===== config.mk =====
export PLATFORM = sky130hd
export DESIGN_NAME = puf_req_arbiter
export DESIGN_NICKNAME = d
export VERILOG_FILES = /design/src/rtl/puf_arb_pkg.sv /design/src/rtl/rr_arbiter.sv /design/src/rtl/puf_req_arbiter.sv
export SDC_FILE = /design/constraint.sdc
export NUM_CORES = 1
export LEC_CHECK = 0
export CAP_MARGIN = 10
export CORE_MARGIN = 3
export CORE_UTILIZATION = 34
export CTS_CLUSTER_DIAMETER = 30
export CTS_CLUSTER_SIZE = 24
export DETAILED_ROUTE_END_ITERATION = 8
export PLACE_DENSITY = 0.79
export SLEW_MARGIN = 30
export SYNTH_ARGS = -nofsm -noshare
export SYNTH_HDL_FRONTEND = slang
export SYNTH_HIERARCHICAL = 1
export SYNTH_SLANG_ARGS = --single-unit

===== constraint.sdc =====
create_clock -name clk -period 1.7 [get_ports clk]
set_input_delay 0.17 -clock clk [delete_from_list [all_inputs] [get_ports clk]]
set_output_delay 0.17 -clock clk [all_outputs]
set_load 0.02 [all_outputs]

===== src/rtl/puf_arb_pkg.sv =====
// Shared types and constants for the PUF request arbiter.
package puf_arb_pkg;

  localparam int unsigned PUF_CHAL_W  = 16;
  localparam int unsigned PUF_RESP_W  = 128;
  localparam int unsigned LOAD_CYCLES = 2;

  typedef enum logic [1:0] {
    StIdle,
    StLoad,
    StRun,
    StResp
  } puf_arb_state_e;

endpackage


===== src/rtl/rr_arbiter.sv =====
// Round-robin winner select: first requester at or above ptr, wrapping to 0.
module rr_arbiter #(
  parameter int unsigned NUM_REQ = 4,
  parameter int unsigned PTR_W   = (NUM_REQ > 1) ? $clog2(NUM_REQ) : 1
) (
  input  logic [NUM_REQ-1:0] req,
  input  logic [PTR_W-1:0]   ptr,
  output logic [NUM_REQ-1:0] grant
);

  // Requester i sits at distance k from ptr when ptr == (i - k) mod NUM_REQ;
  // scan distances in increasing order so the nearest active requester wins.
  always_comb begin
    logic found;
    grant = '0;
    found = 1'b0;
    for (int k = 0; k < NUM_REQ; k++) begin
      for (int i = 0; i < NUM_REQ; i++) begin
        if (!found && req[i] && (ptr == PTR_W'((i + NUM_REQ - k) % NUM_REQ))) begin
          grant[i] = 1'b1;
          found    = 1'b1;
        end
      end
    end
  end

endmodule


===== src/rtl/puf_req_arbiter.sv =====
// Shares one PUF engine among NUM_REQ requesters with round-robin arbitration.
// Optional RUN-state watchdog enabled by defining PUF_ARB_TIMEOUT_EN.
module puf_req_arbiter
  import puf_arb_pkg::*;
#(
  parameter int unsigned NUM_REQ        = 4,
  parameter int unsigned TIMEOUT_CYCLES = 255,
  localparam int unsigned ID_W          = (NUM_REQ > 1) ? $clog2(NUM_REQ) : 1
) (
  input  logic                          clk,
  input  logic                          rst,
  input  logic [NUM_REQ-1:0]            req_valid,
  input  logic [NUM_REQ*PUF_CHAL_W-1:0] req_chal,
  output logic [NUM_REQ-1:0]            req_ready,
  output logic                          resp_valid,
  input  logic                          resp_ready,
  output logic [ID_W-1:0]               resp_id,
  output logic [PUF_RESP_W-1:0]         resp_data,
  output logic                          resp_err,
  output logic                          eng_rst,
  output logic [PUF_CHAL_W-1:0]         eng_chal,
  input  logic                          eng_done,
  input  logic [PUF_RESP_W-1:0]         eng_resp,
  output logic                          busy
);

  puf_arb_state_e          state_q, state_d;
  logic [ID_W-1:0]         ptr_q, ptr_d;
  logic [1:0]              load_cnt_q, load_cnt_d;
  logic [PUF_CHAL_W-1:0]   eng_chal_q, eng_chal_d;
  logic [ID_W-1:0]         resp_id_q, resp_id_d;
  logic [PUF_RESP_W-1:0]   resp_data_q, resp_data_d;
  logic [NUM_REQ-1:0]      grant;
  logic [ID_W-1:0]         win_id;
  logic [PUF_CHAL_W-1:0]   win_chal;

`ifdef PUF_ARB_TIMEOUT_EN
  localparam int unsigned TO_W =
      ($clog2(TIMEOUT_CYCLES + 1) > 8) ? $clog2(TIMEOUT_CYCLES + 1) : 8;
  logic [TO_W-1:0] run_cnt_q, run_cnt_d;
  logic            resp_err_q, resp_err_d;
  logic            timeout;
  assign timeout  = (run_cnt_q == TO_W'(TIMEOUT_CYCLES - 1));
  assign resp_err = resp_err_q;
`else
  logic unused_timeout;
  assign unused_timeout = ^TIMEOUT_CYCLES;
  assign resp_err       = 1'b0;
`endif

  rr_arbiter #(
    .NUM_REQ (NUM_REQ),
    .PTR_W   (ID_W)
  ) u_rr_arbiter (
    .req   (req_valid),
    .ptr   (ptr_q),
    .grant (grant)
  );

  // One-hot grant to index and selected challenge.
  always_comb begin
    win_id   = '0;
    win_chal = '0;
    for (int i = 0; i < NUM_REQ; i++) begin
      if (grant[i]) begin
        win_id   = ID_W'(i);
        win_chal = req_chal[i*PUF_CHAL_W +: PUF_CHAL_W];
      end
    end
  end

  // Next-state and datapath updates for the request/engine/response sequence.
  always_comb begin
    state_d     = state_q;
    ptr_d       = ptr_q;
    load_cnt_d  = load_cnt_q;
    eng_chal_d  = eng_chal_q;
    resp_id_d   = resp_id_q;
    resp_data_d = resp_data_q;
`ifdef PUF_ARB_TIMEOUT_EN
    run_cnt_d   = run_cnt_q;
    resp_err_d  = resp_err_q;
`endif
    case (state_q)
      StIdle: begin
        if (|(req_valid & grant)) begin
          eng_chal_d = win_chal;
          resp_id_d  = win_id;
          load_cnt_d = '0;
          state_d    = StLoad;
        end
      end
      StLoad: begin
        if (load_cnt_q == 2'(LOAD_CYCLES - 1)) begin
          state_d = StRun;
`ifdef PUF_ARB_TIMEOUT_EN
          run_cnt_d = '0;
`endif
        end else begin
          load_cnt_d = load_cnt_q + 1'b1;
        end
      end
      StRun: begin
        // A done arriving in the watchdog's final cycle still delivers data.
        if (eng_done) begin
          resp_data_d = eng_resp;
          state_d     = StResp;
`ifdef PUF_ARB_TIMEOUT_EN
          resp_err_d  = 1'b0;
        end else if (timeout) begin
          resp_data_d = '0;
          resp_err_d  = 1'b1;
          state_d     = StResp;
        end else begin
          run_cnt_d   = run_cnt_q + 1'b1;
`endif
        end
      end
      StResp: begin
        if (resp_ready) begin
          state_d = StIdle;
          ptr_d   = (resp_id_q == ID_W'(NUM_REQ - 1)) ? '0 : resp_id_q + 1'b1;
        end
      end
      default: state_d = StIdle;
    endcase
  end

  // State registers with synchronous reset.
  always_ff @(posedge clk) begin
    if (rst) begin
      state_q     <= StIdle;
      ptr_q       <= '0;
      load_cnt_q  <= '0;
      eng_chal_q  <= '0;
      resp_id_q   <= '0;
      resp_data_q <= '0;
`ifdef PUF_ARB_TIMEOUT_EN
      run_cnt_q   <= '0;
      resp_err_q  <= 1'b0;
`endif
    end else begin
      state_q     <= state_d;
      ptr_q       <= ptr_d;
      load_cnt_q  <= load_cnt_d;
      eng_chal_q  <= eng_chal_d;
      resp_id_q   <= resp_id_d;
      resp_data_q <= resp_data_d;
`ifdef PUF_ARB_TIMEOUT_EN
      run_cnt_q   <= run_cnt_d;
      resp_err_q  <= resp_err_d;
`endif
    end
  end

  assign req_ready  = (state_q == StIdle) ? grant : '0;
  assign resp_valid = (state_q == StResp);
  assign resp_id    = resp_id_q;
  assign resp_data  = resp_data_q;
  assign eng_chal   = eng_chal_q;
  assign eng_rst    = (state_q != StRun);
  assign busy       = (state_q != StIdle);

endmodule


==> impl_metrics.json, run 1 <==
{
  "status": "complete, but fails checks",
  "violations": "setup timing",
  "synth_area_mm2": 0.00595,
  "htree_levels": 4,
  "syn_to_final_growth_pct": 82.9,
  "nets": 1335,
  "critPathLaunchType": "flop",
  "fp.dieArea_mm2": 0.0191,
  "p_per_area_mw_per_mm2": 1140,
  "synth_commonest_cells": "nand2_1 (279), dfxtp_1 (152), a21oi_1 (137)",
  "cts_hold_buf": 0,
  "ios": 354,
  "timing.max_cap.violations": 0,
  "clk_latency_ns": 0.42,
  "fmax_mhz": 511,
  "slew_headroom_pct": 64.6,
  "drc_errors": 0,
  "setup_viol": 26,
  "fp.dieH_um": 138,
  "p_int_mw": 8.21,
  "synth_cell_types": 41,
  "cts_tree": "built",
  "routedWlPerCell_um": 16.8,
  "start_util_pct": 35.3,
  "netlist_top_cells_area": "dfxtp_1 (51%), nand2_1 (18%), a21oi_1 (12%)",
  "yosysMostFrequentCell": "nand2_1",
  "clkPwrFrac_pct": 28.4,
  "worstSetupPathType": "flop to flop",
  "drive_gt1_share_pct": 12.3,
  "tightest_slew_ns": 0.531,
  "synth_edf_count": 0,
  "rsz0062_at_grt": "true",
  "grt_antenna_before_repair": 0,
  "skew_ns": 0.00986,
  "critPathMaxFanout": 7,
  "wl_mm": 22.9,
  "timing.final.ws_setup_ns": -0.257,
  "io_buffer_count": 352,
  "place_hpwl_mm": 16.0,
  "grtUsageTotal_pct": 22.3,
  "grt_pass1_vias": 6349,
  "clock_path_buffers": 2,
  "period_minus_slack_ns": 1.96,
  "synth_cells": 748,
  "ant_nets": 0,
  "final_cells": 1361,
  "grt_pass1_wl_mm": 34.7,
  "avgSynthCellArea_um2": 7.96,
  "core_mm2": 0.0169,
  "ys_seq_elements": 152,
  "clkTransAtPathRegs_ns": 0.06,
  "crit_required_ns": 2.04,
  "synth_top_area_share_pct": 51.1,
  "cts.sinks": 152,
  "leakagePower_nw": 3.89,
  "n_fill_cell": 1371,
  "timing.hold.ws_ns": 0.239,
  "async_flop_share_pct": 0,
  "cts_inserted_buffers": 17,
  "power.switching_mw": 4.18,
  "holdCritPathClass": "primary input to flop",
  "cts-root-buf": "clkbuf_16",
  "dr.first_iter.drc_count": 347,
  "vias": 6685,
  "synth_ff_type": "dfxtp_1",
  "endpoint_kind": "flop",
  "yosys_warnings": 6,
  "yosysTopAreaCell": "dfxtp_1",
  "drtPass1Iterations": 5,
  "rows": 47,
  "sw_frac_of_total_pct": 33.7,
  "grt_max_degree": 73,
  "diodes": 0,
  "via_per_inst": 4.91,
  "gp_congestion": 0.901,
  "grt_overflow": 0,
  "synth_nets": 955,
  "seqPwrFrac_pct": 34.4,
  "dp.cells": 1303,
  "period_share_pct": 115,
  "comb_power_share_pct": 37.2,
  "hold_viol": 0,
  "final_max_slew_viol_count": 0,
  "peakVddDrop_mv": 0.672,
  "power_mw": 12.4,
  "die_w_um": 138,
  "arrival_ns": 2.30,
  "ys_seq_area_share_pct": 51.1
}
[layout make-up]
| cell class | instances | area (um2) | share of cell area [%] |
|---|---|---|---|
| clock buffers | 18 | 429 | 3.94 |
| clock inverters | 14 | 116 | 1.07 |
| inverters | 11 | 47.5 | 0.437 |
| multi-input cells | 529 | 2720 | 25.0 |
| flip-flops and latches | 152 | 3050 | 28.0 |
| well taps | 220 | 275 | 2.53 |
| repair buffers | 417 | 4240 | 39.0 |
[worst max-delay path, cell delays in order (launching register included)]
cell	delay (ns)
dfxtp_4	0.37
inv_2	0.05
a211oi_2	0.23
o31a_1	0.25
a22oi_2	0.14
buf_4	0.17
a21oi_4	0.24
buf_6	0.17
o21ai_1	0.08
a31oi_1	0.17
[flip-flops by register name (all words and copies together) (netlist names)]
signal,cells
state_q,2
resp_id,2
load_cnt_q,2
ptr_q,2
resp_data,128
eng_chal,16
[through the flow]
stage                     area [um2]  utilization [%]  setup TNS, ns  setup WS, ns
final                          10900             64.5          -4.79        -0.257
after global routing           10900             64.5          -6.38        -0.322
after floorplan                 5950                -              0        0.0140
after detailed placement        9880             58.5         -14.87        -0.740
after global placement          9880             58.5         -13.54        -0.672
after CTS                      10700             63.3          -3.90        -0.232
[power groups by stage]
| stage | Sequential [mW] | Combinational (mW) | Clock (mW) |
|---|---|---|---|
| 2_1_floorplan | 4.82 | 1.44 | 0 |
| 3_3_place_gp | 4.32 | 3.90 | 0 |
| 3_5_place_dp | 4.33 | 3.94 | 0 |
| 4_1_cts | 4.26 | 4.41 | 3.60 |
| 5_1_grt | 4.32 | 4.91 | 3.77 |
| 6_report | 4.27 | 4.61 | 3.51 |
[worst paths after layout]
kind | start | end | slack (ns) | depth (start not counted)
max reg2reg | ptr_q[1]$_SDFFE_PP0P_ | eng_chal[3]$_SDFFE_PP0P_ | -0.26 | 9
min | rst | ptr_q[0]$_SDFFE_PP0P_ | 0.24 | 3
min reg2reg | resp_data[92]$_SDFFE_PP0P_ | resp_data[92]$_SDFFE_PP0P_ | 0.45 | 2
max | ptr_q[1]$_SDFFE_PP0P_ | eng_chal[3]$_SDFFE_PP0P_ | -0.26 | 9
[cell families (layout without fill, tap and decap cells)]
logic type | Yosys count | in the layout | share of synthesized area [%]
buffers and inverters | 68 | 460 | 5.38
adder cells (fa/ha/maj) | 7 | 7 | 1.47
AND/OR/NAND/NOR | 302 | 302 | 19.7
flip-flops | 152 | 152 | 51.1
multiplexers | 1 | 1 | 0.168
AO/OA/AOI/OAI | 217 | 218 | 22.1
other | 1 | 1 | 0.0630
[metal layers]
layer	track usage (%)	share of wire [%]	vias up	routed length, um
met5	0	0	-	0
met1	24.6	38	3065	8630
met4	8.68	3.0	0	676
li1	-	-	3278	-
met2	40.9	53	298	12100
met3	5.73	6.5	44	1480
[cells in the final DEF (no fill, tap or decap), types with 2 or more instances in the layout]
cell and count:
clkbuf_16 19, a21oi_1 133, inv_1 6, nand2_4 2
a21oi_2 4, buf_2 2, and2_4 2, buf_6 15
dfxtp_4 2, clkinv_4 4, dfxtp_1 150, a21oi_4 2
nand3_1 2, o211ai_1 16, clkinvlp_4 4, clkdlybuf4s50_1 343
nor2_1 5, buf_4 42, clkinv_2 2, a311oi_2 2
nand2_1 277, nor2_4 3, a31oi_1 16, ha_1 6
inv_6 3, nor2_2 2, inv_8 2, a221o_1 15
inv_2 3, a211oi_2 2, o21ai_1 15, nand2b_1 3
buf_12 9
[what timing repair did]
item	4_1_cts	5_1_grt
pin swaps	29	29
gates cloned	2	2
gates resized for setup	56	25
setup buffers	26	7
setup endpoints to repair	29	51
(Power assumes the default switching activity.)
==> run 2, diff against run 1 <==
--- a/config.mk
+++ b/config.mk
@@ -11,7 +11,7 @@
 export CTS_CLUSTER_DIAMETER = 30
 export CTS_CLUSTER_SIZE = 24
 export DETAILED_ROUTE_END_ITERATION = 8
-export PLACE_DENSITY = 0.79
+export PLACE_DENSITY = 0.77
 export SLEW_MARGIN = 30
 export SYNTH_ARGS = -nofsm -noshare
 export SYNTH_HDL_FRONTEND = slang
==> impl_metrics.json, run 2 (synthesis results as in run 1) <==
{
  "status": "complete, but fails checks",
  "violations": "setup timing",
  "drive_gt1_share_pct": 13.3,
  "ant_nets": 0,
  "power_mw": 12.8,
  "nets": 1331,
  "wl_mm": 23.9,
  "period_share_pct": 115,
  "peakVddDrop_mv": 0.757,
  "crit_path_cell_trace": "buf_4 > nand2b_4 > a21oi_2 > o21a_2 > buf_4 > buf_4 > buf_6 > a221o_1 > o211ai_1 > a31oi_4",
  "multiInputGateArea_mm2": 0.00284,
  "tightest_slew_ns": 0.879,
  "rsz0062_at_grt": "true",
  "setup_viol": 25,
  "rows": 47,
  "gp_congestion": 0.856,
  "cp_top_family": "compound AO/OA/AOI/OAI gates",
  "leakagePower_nw": 3.92,
  "crit_required_ns": 2.00,
  "core_mm2": 0.0169,
  "hold_viol": 0,
  "start_util_pct": 35.3,
  "critPathLaunchType": "flop",
  "fmax_mhz": 513,
  "skew_ns": 0.00837,
  "drtPass1Iterations": 5,
  "grt_overflow": 0,
  "grt_antenna_before_repair": 1,
  "routedWlPerCell_um": 17.6,
  "critPathMaxFanout": 11,
  "timing.final.ws_setup_ns": -0.251,
  "io_buffer_count": 352,
  "rrSetupSlack_ns": -0.25,
  "endpoint_kind": "flop",
  "holdCritPathClass": "primary input to flop",
  "critPathBufInv": 4,
  "cts-root-buf": "clkbuf_16",
  "cts_inserted_buffers": 17,
  "timing.hold.ws_ns": 0.284,
  "die_w_um": 138,
  "worstSetupPathType": "flop to flop",
  "timing.max_cap.violations": 0,
  "clkTransAtPathRegs_ns": 0.07,
  "htree_levels": 4,
  "ios": 354,
  "n_fill_cell": 1392,
  "final_common_cell": "clkdlybuf4s50_1",
  "p_per_area_mw_per_mm2": 1150,
  "syn_to_final_growth_pct": 86.7,
  "slew_headroom_pct": 41.4,
  "fin_setup_tns_ns": -4.44,
  "clock_path_buffers": 2,
  "clk_latency_ns": 0.42,
  "period_minus_slack_ns": 1.95,
  "place_hpwl_mm": 15.3,
  "cts.sinks": 152,
  "grt_max_degree": 137,
  "final_core_util_pct": 65.8,
  "dr.first_iter.drc_count": 468,
  "final_max_slew_viol_count": 0,
  "cts_tree": "built",
  "grt_pass1_wl_mm": 34.3,
  "grt_pass1_vias": 6267,
  "crit_path_frequent_cell": "buf_4",
  "seqCellArea_mm2": 0.00305,
  "fp.dieArea_mm2": 0.0191,
  "drc_errors": 0,
  "arrival_ns": 2.25,
  "fp.dieH_um": 138,
  "cts_hold_buf": 0,
  "via_per_inst": 4.95,
  "max_stage_delay_ns": 0.36,
  "layout_common_cells": "clkdlybuf4s50_1 (343), nand2_1 (277), dfxtp_1 (149)",
  "vias": 6716,
  "largest_register_ffs": 128,
  "critPathSlowestCell": "dfxtp_4",
  "dp_slack_ns": -0.478,
  "grtUsageTotal_pct": 22.3
}
-- run 2: cell types whose count changed in the layout (fill, tap and decap cells not counted), moves of 3 or more --
cell        delta
a31oi_4        +5
clkinvlp_4     -3
a31oi_1        -5
o21ai_4        +3
o21ai_1       -10
nor2_1         +3
o21ai_2        +7
buf_4          -9
clkbuf_16      +4
-- run 2: worst paths after layout --
path | startpoint | end | cells past startpoint
min | eng_resp[124] | resp_data[124]$_SDFFE_PP0P_ | 3
max reg2reg | ptr_q[0]$_SDFFE_PP0P_ | eng_chal[11]$_SDFFE_PP0P_ | 10
max | ptr_q[0]$_SDFFE_PP0P_ | eng_chal[11]$_SDFFE_PP0P_ | 10
min reg2reg | resp_data[114]$_SDFFE_PP0P_ | resp_data[114]$_SDFFE_PP0P_ | 2
-- run 2: layout make-up --
type / count / share of cell area, %
multi-input cells: 528 / 25.6
flip-flops and latches: 152 / 27.5
well taps: 220 / 2.48
inverters: 11 / 0.372
diodes: 1 / 0.0225
clock buffers: 17 / 3.83
repair buffers: 414 / 38.7
clock inverters: 15 / 1.52
-- run 2: power breakdown --
part           switching (mW)  internal [mW]  total, mW
clock                    1.63           2.19       3.82
sequential              0.278           4.01       4.29
combinational            2.38           2.34       4.72
-- run 2: worst register-to-register path: cells and delay by family, from the launching register on --
family,cells,cell delay (ns)
AOI/OAI and AO/OA,5,0.85
buffers and inverters,4,0.56
DFF,1,0.36
and+or+nand+nor,1,0.06
-- run 2: per-stage QoR --
step | instance area (um2) | instances
6_report | 11100 | 1358
5_1_grt | 11100 | 1358
2_1_floorplan | 5950 | 748
3_3_place_gp | 9830 | 1296
3_5_place_dp | 9830 | 1296
4_1_cts | 10700 | 1343
-- run 2: per-layer routing --
metal / wire [um] / GRT usage [%] / share of wire (%)
met1: 9070 / 24.6 / 38
met2: 12600 / 39.9 / 53
met3: 1700 / 6.98 / 7.1
met4: 498 / 8.68 / 2.1
met5: 0 / 0 / 0
-- run 2: what timing repair did --
item                                    in CTS  in global routing
gates cloned                                 3                  8
endpoints found under the setup margin      29                113
gates resized for setup                     62                 37
buffers inserted                            13                  8
pin swaps                                   18                 14
==> run 3, diff against run 2 <==
--- a/config.mk
+++ b/config.mk
@@ -5,7 +5,8 @@
 export SDC_FILE = /design/constraint.sdc
 export NUM_CORES = 1
 export LEC_CHECK = 0
-export CAP_MARGIN = 10
+export CAP_MARGIN = 15
+export CORE_ASPECT_RATIO = 0.75
 export CORE_MARGIN = 3
 export CORE_UTILIZATION = 34
 export CTS_CLUSTER_DIAMETER = 30
==> impl_metrics.json, run 3 (synthesis results as in run 1) <==
{
  "cts-root-buf": "clkbuf_16",
  "grt_pass1_vias": 6385,
  "rows": 41,
  "peakVddDrop_mv": 0.581,
  "hold_viol": 0,
  "leakagePower_nw": 3.81,
  "period_minus_slack_ns": 1.87,
  "startpoint": "ptr_q[1]$_SDFFE_PP0P_",
  "violations": "setup timing",
  "critPathMaxFanout": 6,
  "syn_to_final_growth_pct": 81.4,
  "arrival_ns": 2.16,
  "final_area_mm2": 0.0108,
  "crit_path_cell_trace": "buf_6 > nand2_4 > nor2_2 > o31a_1 > a22oi_2 > buf_6 > a21oi_4 > buf_6 > clkbuf_16 > o21ai_2 > a31oi_1",
  "htree_levels": 4,
  "gp_congestion": 0.817,
  "timing.hold.ws_ns": 0.298,
  "cts_inserted_buffers": 17,
  "worst-r2r-cell-count": 11,
  "tightest_slew_ns": 0.817,
  "critical_path_depth": 11,
  "final_core_util_pct": 63.6,
  "clock_path_buffers": 2,
  "timing.max_cap.violations": 0,
  "slew_headroom_pct": 45.4,
  "endpoint_kind": "flop",
  "reg2reg_to": "eng_chal[5]$_SDFFE_PP0P_",
  "dpl_cell_area_mm2": 0.00986,
  "critPathLaunchType": "flop",
  "worstSetupPathType": "flop to flop",
  "fp.dieArea_mm2": 0.0191,
  "via_per_inst": 4.80,
  "cts_tree": "built",
  "wl_mm": 20.8,
  "timing.final.ws_setup_ns": -0.167,
  "largest_register_ffs": 128,
  "nets": 1315,
  "diodes": 0,
  "ios": 354,
  "layout_common_cells": "clkdlybuf4s50_1 (344), nand2_1 (277), dfxtp_1 (150)",
  "final_max_slew_viol_count": 0,
  "cts.sinks": 152,
  "crit_path_frequent_cell": "buf_6",
  "vias": 6510,
  "final_cells": 1356,
  "critPathBufInv": 4,
  "grt_antenna_before_repair": 0,
  "routedWlPerCell_um": 15.3,
  "status": "complete, but fails checks",
  "grt_pass1_wl_mm": 32.0,
  "drc_errors": 0,
  "final_common_cell": "clkdlybuf4s50_1",
  "rrSetupSlack_ns": -0.17,
  "fmax_mhz": 536,
  "period_share_pct": 110,
  "rsz0062_at_grt": "true",
  "grtUsageTotal_pct": 20.5,
  "skew_ns": 0.00561,
  "place_hpwl_mm": 14.6,
  "clk_latency_ns": 0.41,
  "drtPass1Iterations": 5,
  "critPathSlowestCell": "dfxtp_4",
  "core_mm2": 0.0170,
  "die_w_um": 159,
  "cts_hold_buf": 0,
  "start_util_pct": 35.0,
  "clkTransAtPathRegs_ns": 0.06,
  "max_stage_delay_ns": 0.36,
  "crit_required_ns": 1.99,
  "dr.first_iter.drc_count": 465,
  "grt_max_degree": 137,
  "fp.dieH_um": 121,
  "setup_viol": 26,
  "io_buffer_count": 352,
  "dp.cells": 1312,
  "p_per_area_mw_per_mm2": 1180,
  "r2r_start": "ptr_q[1]$_SDFFE_PP0P_",
  "fin_setup_tns_ns": -2.97,
  "drive_gt1_share_pct": 11.8,
  "ant_nets": 0,
  "cp_top_family": "compound AO/OA/AOI/OAI gates",
  "grt_overflow": 0,
  "crit_path_end": "eng_chal[5]$_SDFFE_PP0P_",
  "holdCritPathClass": "primary input to flop",
  "n_fill_cell": 1463
}
-- run 3: worst min-delay path, stage by stage --
cell and delay, ns:
buf_4 0.12, buf_12 0.21, nor2_1 0.14
-- run 3: timing repair --
| action | CTS | global route |
|---|---|---|
| endpoints found under the setup margin | 29 | 29 |
| cloned | 1 | 2 |
| gates resized for setup | 44 | 32 |
| pin swaps | 6 | 10 |
| setup buffers | 6 | 4 |
-- run 3: through the flow --
step                power [mW]  setup slack (ns)
floorplan                 6.27            0.0140
global placement          8.19            -0.405
detailed placement        8.25            -0.468
CTS                       12.5            -0.169
global route              13.3            -0.264
finish                    12.7            -0.167
-- run 3: per-layer routing --
metal  share of wire, %  vias up  GRT usage [%]
li1                   -     3220              -
met1                 41     2980           23.2
met2                 49      270           35.7
met3                8.0       40           8.18
met4                2.1        0           6.29
met5                  0        -              0
-- run 3: power by group --
group	internal (mW)	switching, mW	leakage [nW]
combinational	2.12	2.16	2.26
clock	2.63	1.54	0.314
sequential	4.01	0.256	1.23
-- run 3: cell type report --
cell class / instances / area [um2] / area share [%]
Clock buffer: 18 / 429 / 3.98
Tap cell: 236 / 295 / 2.74
Sequential cell: 152 / 3050 / 28.3
Clock inverter: 13 / 218 / 2.02
Timing Repair Buffer: 398 / 4020 / 37.2
Inverter: 11 / 41.3 / 0.383
Multi-Input combinational cell: 528 / 2740 / 25.4
-- run 3: worst min-delay path by stage --
stage	cells after the start	slack, ns	start	to
after global routing	3	0.28	eng_resp[5]	resp_data[5]$_SDFFE_PP0P_
after floorplan	2	0.31	eng_resp[101]	resp_data[101]$_SDFFE_PP0P_
after global placement	2	0.44	resp_data[123]$_SDFFE_PP0P_	resp_data[123]$_SDFFE_PP0P_
final	3	0.30	rst	ptr_q[0]$_SDFFE_PP0P_
after detailed placement	2	0.45	resp_data[16]$_SDFFE_PP0P_	resp_data[16]$_SDFFE_PP0P_
after CTS	3	0.28	eng_resp[50]	resp_data[50]$_SDFFE_PP0P_
